<file path="src/rtl/uart_rx_fifo.sv">
// UART 8N1 receiver feeding a small show-ahead read FIFO.
// The serial input is synchronised, sampled mid-bit by a divider counter, and
// every good byte is pushed into a circular buffer. Framing and overrun errors
// are kept as sticky flags until the CPU clears them.
module uart_rx_fifo #(
    parameter int CLOCK_FREQ = 27000000,
    parameter int BIT_RATE   = 9600,
    parameter int FIFO_DEPTH = 4
) (
    input  logic                          clk,
    input  logic                          reset,
    input  logic                          rx,
    input  logic                          rd_en,
    input  logic                          clr_err,
    output logic [7:0]                    rd_data,
    output logic                          empty,
    output logic                          full,
    output logic [$clog2(FIFO_DEPTH):0]   count,
    output logic                          frame_err,
    output logic                          overrun
);

    localparam int DIV   = CLOCK_FREQ / BIT_RATE;
    localparam int CNT_W = $clog2(DIV);
    localparam int AW    = $clog2(FIFO_DEPTH);
    localparam int CW    = AW + 1;

    localparam logic [CNT_W-1:0] CNT_LAST  = CNT_W'(DIV - 1);
    localparam logic [CNT_W-1:0] HALF_LAST = CNT_W'(DIV / 2 - 1);
    localparam logic [CW-1:0]    CNT_FULL  = CW'(FIFO_DEPTH);

    typedef enum logic [1:0] {
        S_IDLE,
        S_START,
        S_DATA,
        S_STOP
    } state_t;

    logic             r_sync1;
    logic             r_rx_s;
    state_t           r_state;
    state_t           w_state_n;
    logic [CNT_W-1:0] r_cnt;
    logic [CNT_W-1:0] w_cnt_n;
    logic [2:0]       r_idx;
    logic [2:0]       w_idx_n;
    logic [7:0]       r_shift;
    logic [7:0]       w_shift_n;
    logic             w_push;
    logic             w_ferr_set;

    logic [7:0]       r_mem [FIFO_DEPTH];
    logic [AW-1:0]    r_wr_ptr;
    logic [AW-1:0]    r_rd_ptr;
    logic [CW-1:0]    r_count;
    logic             r_frame_err;
    logic             r_overrun;

    logic             w_empty;
    logic             w_full;
    logic             w_pop;
    logic             w_wr_en;
    logic             w_ovr_set;

    // Two-flop synchroniser for the asynchronous rx pin; idles high.
    always_ff @(posedge clk or posedge reset) begin
        if (reset) begin
            r_sync1 <= 1'b1;
            r_rx_s  <= 1'b1;
        end else begin
            r_sync1 <= rx;
            r_rx_s  <= r_sync1;
        end
    end

    // Receiver state, bit-timing counter, bit index and shift register.
    always_ff @(posedge clk or posedge reset) begin
        if (reset) begin
            r_state <= S_IDLE;
            r_cnt   <= '0;
            r_idx   <= '0;
            r_shift <= '0;
        end else begin
            r_state <= w_state_n;
            r_cnt   <= w_cnt_n;
            r_idx   <= w_idx_n;
            r_shift <= w_shift_n;
        end
    end

    // Next-state logic: half-bit to centre on the start bit, then full bits.
    always_comb begin
        w_state_n  = r_state;
        w_cnt_n    = r_cnt + 1'b1;
        w_idx_n    = r_idx;
        w_shift_n  = r_shift;
        w_push     = 1'b0;
        w_ferr_set = 1'b0;
        case (r_state)
            S_IDLE: begin
                w_cnt_n = '0;
                if (!r_rx_s) begin
                    w_state_n = S_START;
                end
            end
            S_START: begin
                if (r_cnt == HALF_LAST) begin
                    w_cnt_n = '0;
                    w_idx_n = '0;
                    // A high level at mid start bit is a glitch, not a frame.
                    w_state_n = r_rx_s ? S_IDLE : S_DATA;
                end
            end
            S_DATA: begin
                if (r_cnt == CNT_LAST) begin
                    w_cnt_n   = '0;
                    w_shift_n = {r_rx_s, r_shift[7:1]};
                    if (r_idx == 3'd7) begin
                        w_state_n = S_STOP;
                    end else begin
                        w_idx_n = r_idx + 3'd1;
                    end
                end
            end
            S_STOP: begin
                if (r_cnt == CNT_LAST) begin
                    w_cnt_n    = '0;
                    w_state_n  = S_IDLE;
                    w_push     = r_rx_s;
                    w_ferr_set = !r_rx_s;
                end
            end
            default: begin
                w_state_n = S_IDLE;
                w_cnt_n   = '0;
            end
        endcase
    end

    assign w_empty   = (r_count == '0);
    assign w_full    = (r_count == CNT_FULL);
    assign w_pop     = rd_en && !w_empty;
    // A pop in the same cycle frees the slot, so a full FIFO still accepts.
    assign w_wr_en   = w_push && (!w_full || w_pop);
    assign w_ovr_set = w_push && w_full && !w_pop;

    // Circular buffer storage, pointers and occupancy.
    always_ff @(posedge clk or posedge reset) begin
        if (reset) begin
            for (int i = 0; i < FIFO_DEPTH; i++) begin
                r_mem[i] <= '0;
            end
            r_wr_ptr <= '0;
            r_rd_ptr <= '0;
            r_count  <= '0;
        end else begin
            if (w_wr_en) begin
                r_mem[r_wr_ptr] <= r_shift;
                r_wr_ptr        <= r_wr_ptr + 1'b1;
            end
            if (w_pop) begin
                r_rd_ptr <= r_rd_ptr + 1'b1;
            end
            case ({w_wr_en, w_pop})
                2'b10:   r_count <= r_count + 1'b1;
                2'b01:   r_count <= r_count - 1'b1;
                default: r_count <= r_count;
            endcase
        end
    end

    // Sticky error flags; a new error beats a simultaneous clear.
    always_ff @(posedge clk or posedge reset) begin
        if (reset) begin
            r_frame_err <= 1'b0;
            r_overrun   <= 1'b0;
        end else begin
            if (w_ferr_set) begin
                r_frame_err <= 1'b1;
            end else if (clr_err) begin
                r_frame_err <= 1'b0;
            end
            if (w_ovr_set) begin
                r_overrun <= 1'b1;
            end else if (clr_err) begin
                r_overrun <= 1'b0;
            end
        end
    end

    assign rd_data   = r_mem[r_rd_ptr];
    assign empty     = w_empty;
    assign full      = w_full;
    assign count     = r_count;
    assign frame_err = r_frame_err;
    assign overrun   = r_overrun;

endmodule

</file>
<file path="config.mk">
export PLATFORM = sky130hd
export DESIGN_NAME = uart_rx_fifo
export DESIGN_NICKNAME = d
export VERILOG_FILES = /design/src/rtl/uart_rx_fifo.sv
export SDC_FILE = /design/constraint.sdc
export NUM_CORES = 1
export LEC_CHECK = 0
export ABC_AREA = 1
export CELL_PAD_IN_SITES_DETAIL_PLACEMENT = 0
export CELL_PAD_IN_SITES_GLOBAL_PLACEMENT = 1
export CORE_MARGIN = 2
export CORE_UTILIZATION = 46
export CTS_BUF_LIST = sky130_fd_sc_hd__clkbuf_4 sky130_fd_sc_hd__clkbuf_8 sky130_fd_sc_hd__clkbuf_16
export DETAILED_ROUTE_END_ITERATION = 10
export GPL_TIMING_DRIVEN = 0
export PLACE_DENSITY_LB_ADDON = 0.3
export SETUP_SLACK_MARGIN = 0.5
export SYNTH_ARGS = -nofsm -noshare
export SYNTH_HDL_FRONTEND = slang
export SYNTH_SLANG_ARGS = --single-unit
</file>
<file path="constraint.sdc">
create_clock -name clk -period 7 [get_ports clk]
set_input_delay 2.1 -clock clk [delete_from_list [all_inputs] [get_ports clk]]
set_output_delay 2.1 -clock clk [all_outputs]
set_load 0.005 [all_outputs]
</file>
* Word level (Yosys, flattened, before mapping)
Cells that the tools add are included.
** Operators by class
- Add/sub/neg operators :: 6
- $lt $le $gt $ge :: 3
- Equal/unequal tests :: 15
- Multiplexer cells :: 28
- Bitwise operators :: 2
- Reductions and logical operators :: 20
** Operators by type and width (number)
- case mux 12 bit (3 select lines) :: 1
- bitwise mux 32 bit :: 1
- two-way mux 12 bit :: 2
- two-way mux 8 bit :: 3
- binary-select mux 8 bit (select 2 bit) :: 1
- demux 8 bit (select 2 bit) :: 1
- adder 12 x 1 -> 12 bit, second input constant :: 1
- equality test 12 x 11 -> 1 bit, second input constant :: 1
- equality test 12 bit, second input constant :: 1
- two-way mux 2 bit :: 6
- inequality test 2 bit, second input constant :: 6
- case mux 3 bit (2 select lines) :: 2
- two-way mux 3 bit :: 3
- case mux 2 bit (4 select lines) :: 1
- nonzero test 2 bit :: 4
- two-way mux 1 bit :: 7
- adder 3 x 1 -> 3 bit, second input constant :: 2
- equality test 2 bit, second input constant :: 3
- equality test 3 bit, second input constant :: 2
- >= comparator 3 bit, second input constant :: 2
- NOT 2 -> 3 bit :: 2
- logical AND 1 bit :: 5
- AND reduction 5 bit :: 1
- adder 2 x 1 -> 2 bit, second input constant :: 2
- 10 further kinds :: 14
** Word-level totals
- Flip-flop bits (word level) :: 68
- Bits of input ports :: 5
- Word-level logic and storage cells :: 89

* Logic depth before layout (Yosys ltp)
- Word-level depth :: 7
- Depth in mapped cells :: 13

* Least setup slack after synthesis
Ideal clock, no wire load.
- Kind :: input to register
- From :: input port rd_en
- To :: register r_count[2], in the netlist count[2]
- Data arrival time :: 3.448 ns
- Data required time :: 6.869 ns
- Slack :: 3.421 ns
- Cell stages on the path :: 10
- Path buffers :: 1
- Path through :: inv_1 -> nand2_1 -> buf_2 -> nand2_1 -> ha_1 -> inv_1 -> fa_1 -> a21oi_1 -> o21ai_0 -> xor2_1
** On the way
- Longest elaborated chain between the ends :: 5
** RTL lines
- start: declaration :: RTL line 13 : input logic rd_en,
- logical AND 1 bit (*) :: RTL line 142 : assign w_pop = rd_en && !w_empty;
- logical OR 1 bit :: RTL line 144 : assign w_wr_en = w_push && (!w_full || w_pop);
- logical AND 1 bit :: RTL line 144
- equality test 2 x 1 -> 1 bit or equality test 2 bit (tied branches) :: RTL line 164 : case ({w_wr_en, w_pop})
- case mux 3 bit (2 select lines) or nonzero test 2 bit (tied branches)
- end signal: assignment :: RTL line 165 : 2'b10: r_count <= r_count + 1'b1;
- end signal: assignment :: RTL line 166 : 2'b01: r_count <= r_count - 1'b1;
- end signal: assignment :: RTL line 167 : default: r_count <= r_count;
- end: declaration :: RTL line 55 : logic [CW-1:0] r_count;
Every way passes the cells marked *; elsewhere a longest branch is shown, timed or not.
A chain may end at the register's enable or synchronous reset.

* Final worst setup path
- From :: register r_rd_ptr[0]
- To :: output port rd_data[5]
** On the way
- Longest elaborated chain between the ends :: 4
** RTL lines
- start: declaration :: RTL line 54 : logic [AW-1:0] r_rd_ptr;
- start signal: assignment :: RTL line 162 : r_rd_ptr <= r_rd_ptr + 1'b1;
- NOT 2 -> 3 bit (implied by the code) :: RTL line 191 : assign rd_data = r_mem[r_rd_ptr];
- binary-select mux 8 bit (select 2 bit) :: RTL line 191
- two-way mux 8 bit (implied by the code) (2 in series) :: RTL line 191
- end: declaration :: RTL line 15 : output logic [7:0] rd_data,
No other way between the ends. The select of a mux whose other input is x is not followed.

==> impl_metrics.tcl <==
set metrics [dict create \
    core_area_um2 7250 \
    dpl_cell_area_um2 3750 \
    outcome "finished clean" \
    synth_edf_count 0 \
    path_clk_slew_ns 0.08 \
    max_slew.worst_pin.slew_ns 0.844 \
    start_util_pct 47.4 \
    cts_tree "yes" \
    grt_pass1_vias 2692 \
    path_class "reg -> out" \
    clk_path_buf_depth 2 \
    yosysMostFrequentCell "nand2_1" \
    synth_area_leaders "dfrtp_1, nand2_1, nand4_1, nor2_1, o21ai_0" \
    viasPerCell 5.06 \
    drive_gt1_share_pct 9.71 \
    finalWirelength_um 7500 \
    powerDensity_nw_per_um2 265 \
    hold_path.class "reg -> reg" \
    ioPinCount 20 \
    ys_seq_area_share_pct 49.6 \
    design_area_um2 3960 \
    dr.first_iter.drc_count 127 \
    grt_antenna_before_repair 0 \
    ant_nets 0 \
    syn_to_final_growth_pct 15.3 \
    final-max-slew-violation-count 0 \
    hold_buffers 0 \
    finalHoldViolCount 0 \
    finalClockSkew_ns 0.0136 \
    fin_crit_sh_pct 64.0 \
    synth_common_cells "nand2_1, dfrtp_1, nor2_1, inv_1, nand4_1" \
    gr-total-overflow 0 \
    max_cap_viol_count 0 \
    finalSetupTns_ns 0 \
    post-route-drc-count 0 \
    rsz0062_at_grt "false" \
    die_y_um 90.4 \
    cp_max_fo 10 \
    num_vias 2745 \
    syn_avg_cell_area_um2 8.42 \
    die_x_um 90.4 \
    post_cts_buffers 0 \
    ys_warn_count 0 \
    syn_nets 423 \
    cts_buffers 9 \
    leakage_uw 0.00191 \
    reg2reg_from "r_cnt[0]" \
    hold_path_end "r_rx_s" \
    avgRoutedWirePerCell_um 13.8 \
    synth-seq-cells 68 \
    synth_top_area_share_pct 48.1 \
    diodes 0 \
    synthFlopType "dfrtp_1" \
    required_ns 4.90 \
    finish.utilization_pct 54.6 \
    fin_crit_ns 4.48 \
    r2r_cells 13 \
    cp-end-kind "output pin" \
    synth_area_um2 3440 \
    cts.sinks 68 \
    dr.pass1.iters 4 \
    cts_resized 0 \
    grt_pass1_wl_um 12900 \
    track_usage_pct 19.7 \
    slew_headroom_pct 43.8 \
    htreeDepth 3 \
    nets 453 \
    fillCellCount 698 \
    port_buffers 19 \
    clock_insertion_delay_worst_skew_ns 0.35 \
    place_hpwl_um 5370 \
    synth_top_area_cell "dfrtp_1" \
    yosysUniqueCellTypes 27 \
    r2r_setup_slack_ns 4.59 \
    hold_path_startpoint "r_sync1" \
    die_area_um2 8180 \
    hold_path_depth 0 \
    rr_endpoint "count[2]" \
    setup_violations 0 \
    crit_arrival_ns 2.38 \
    synth_cells 408 \
    fmax_mhz 223 \
    grt_max_degree 69 \
    holdWs_ns 0.357 \
    row_count 31 \
    root_buffer "clkbuf_8" \
    ys_async_sr_fraction_pct 100 \
    gp_congestion 0.828 \
    vdd_drop_max_mv 0.130 \
    startpoint_type "flip-flop" \
]
cells in the final DEF (no fill, tap or decap), types with 2 or more instances in the layout:
cell type        count
nand4_1             32
inv_1               32
nor3_1              11
clkbuf_8            11
ha_1                 9
xnor2_1              3
clkdlybuf4s50_1     19
dfstp_2              2
a21oi_1              8
clkbuf_1             3
nor2_1              53
nand2_1            110
nor3b_1              2
nor2_4               3
xor2_1               4
nand3_1             13
o21ai_0             25
dfrtp_1             66
clkinvlp_4           2
buf_2                9
nor3_2               2
nand2_2              2
buf_12               4
o22ai_1              8
worst max path at each step:
stage,end,from,cells past startpoint
after global placement,r_mem[5],reset,2
after floorplan,asynchronous set/reset pin,reset,1
after detailed placement,count[2],rd_en,11
after CTS,rd_data[5],r_rd_ptr[0],6
final,rd_data[5],r_rd_ptr[0],6
after global routing,rd_data[5],r_rd_ptr[0],6
kinds of logic after synthesis:
logic type                 synth area share (%)
AOI/OAI and AO/OA                          6.52
xor gates and xnor gates                   1.78
buffers and inverters                      7.90
DFF                                        49.6
adders and majority gates                  3.86
and+or+nand+nor                            30.4
final cells by class:
type | count | area (µm²) | area share, %
Buffer | 17 | 144 | 3.63
Sequential cell | 68 | 1700 | 43.0
Clock buffer | 11 | 151 | 3.82
Timing Repair Buffer | 19 | 190 | 4.80
Inverter | 34 | 130 | 3.28
Multi-Input combinational cell | 289 | 1460 | 36.9
Tap cell | 99 | 124 | 3.13
Clock inverter | 5 | 58.8 | 1.48
state kept, by name, summed over array words and instances (netlist names), 2 cells and up, named ones only:
| register | flops |
|---|---|
| r_rd_ptr | 2 |
| r_cnt | 12 |
| r_shift | 8 |
| r_mem | 32 |
| r_idx | 3 |
| r_wr_ptr | 2 |
| count | 3 |
through the flow:
stage               instances  total power, µW  worst slack [ns]
finish                    542             1050              2.52
floorplan                 408              583              3.19
detailed placement        526              721              2.83
global route              542             1110              2.37
global placement          526              714              1.96
CTS                       542             1060              2.50
where the power goes:
| part | internal (µW) | total, µW | switching (µW) | leakage (µW) |
|---|---|---|---|---|
| logic | 135 | 281 | 146 | 0.000893 |
| registers | 409 | 430 | 20.5 | 0.000917 |
| clock network | 184 | 339 | 155 | 0.000102 |
| total | 728 | 1050 | 321 | 0.00191 |
routing by layer:
layer | up-vias | routed length (µm) | track usage, %
met4 | 0 | 85 | 5.38
met1 | 1282 | 3460 | 24.9
met2 | 49 | 3640 | 33.6
met5 | - | 0 | 0
li1 | 1404 | - | -
met3 | 10 | 309 | 4.84
worst max-delay path, cell delays in order (launching register included):
cell and delay [ns]:
dfrtp_1 0.36, clkbuf_1 0.21, inv_1 0.22, clkbuf_1 0.41, o21ai_0 0.18, o22ai_1 0.13, clkdlybuf4s50_1 0.51
(Power assumes the default switching activity.)
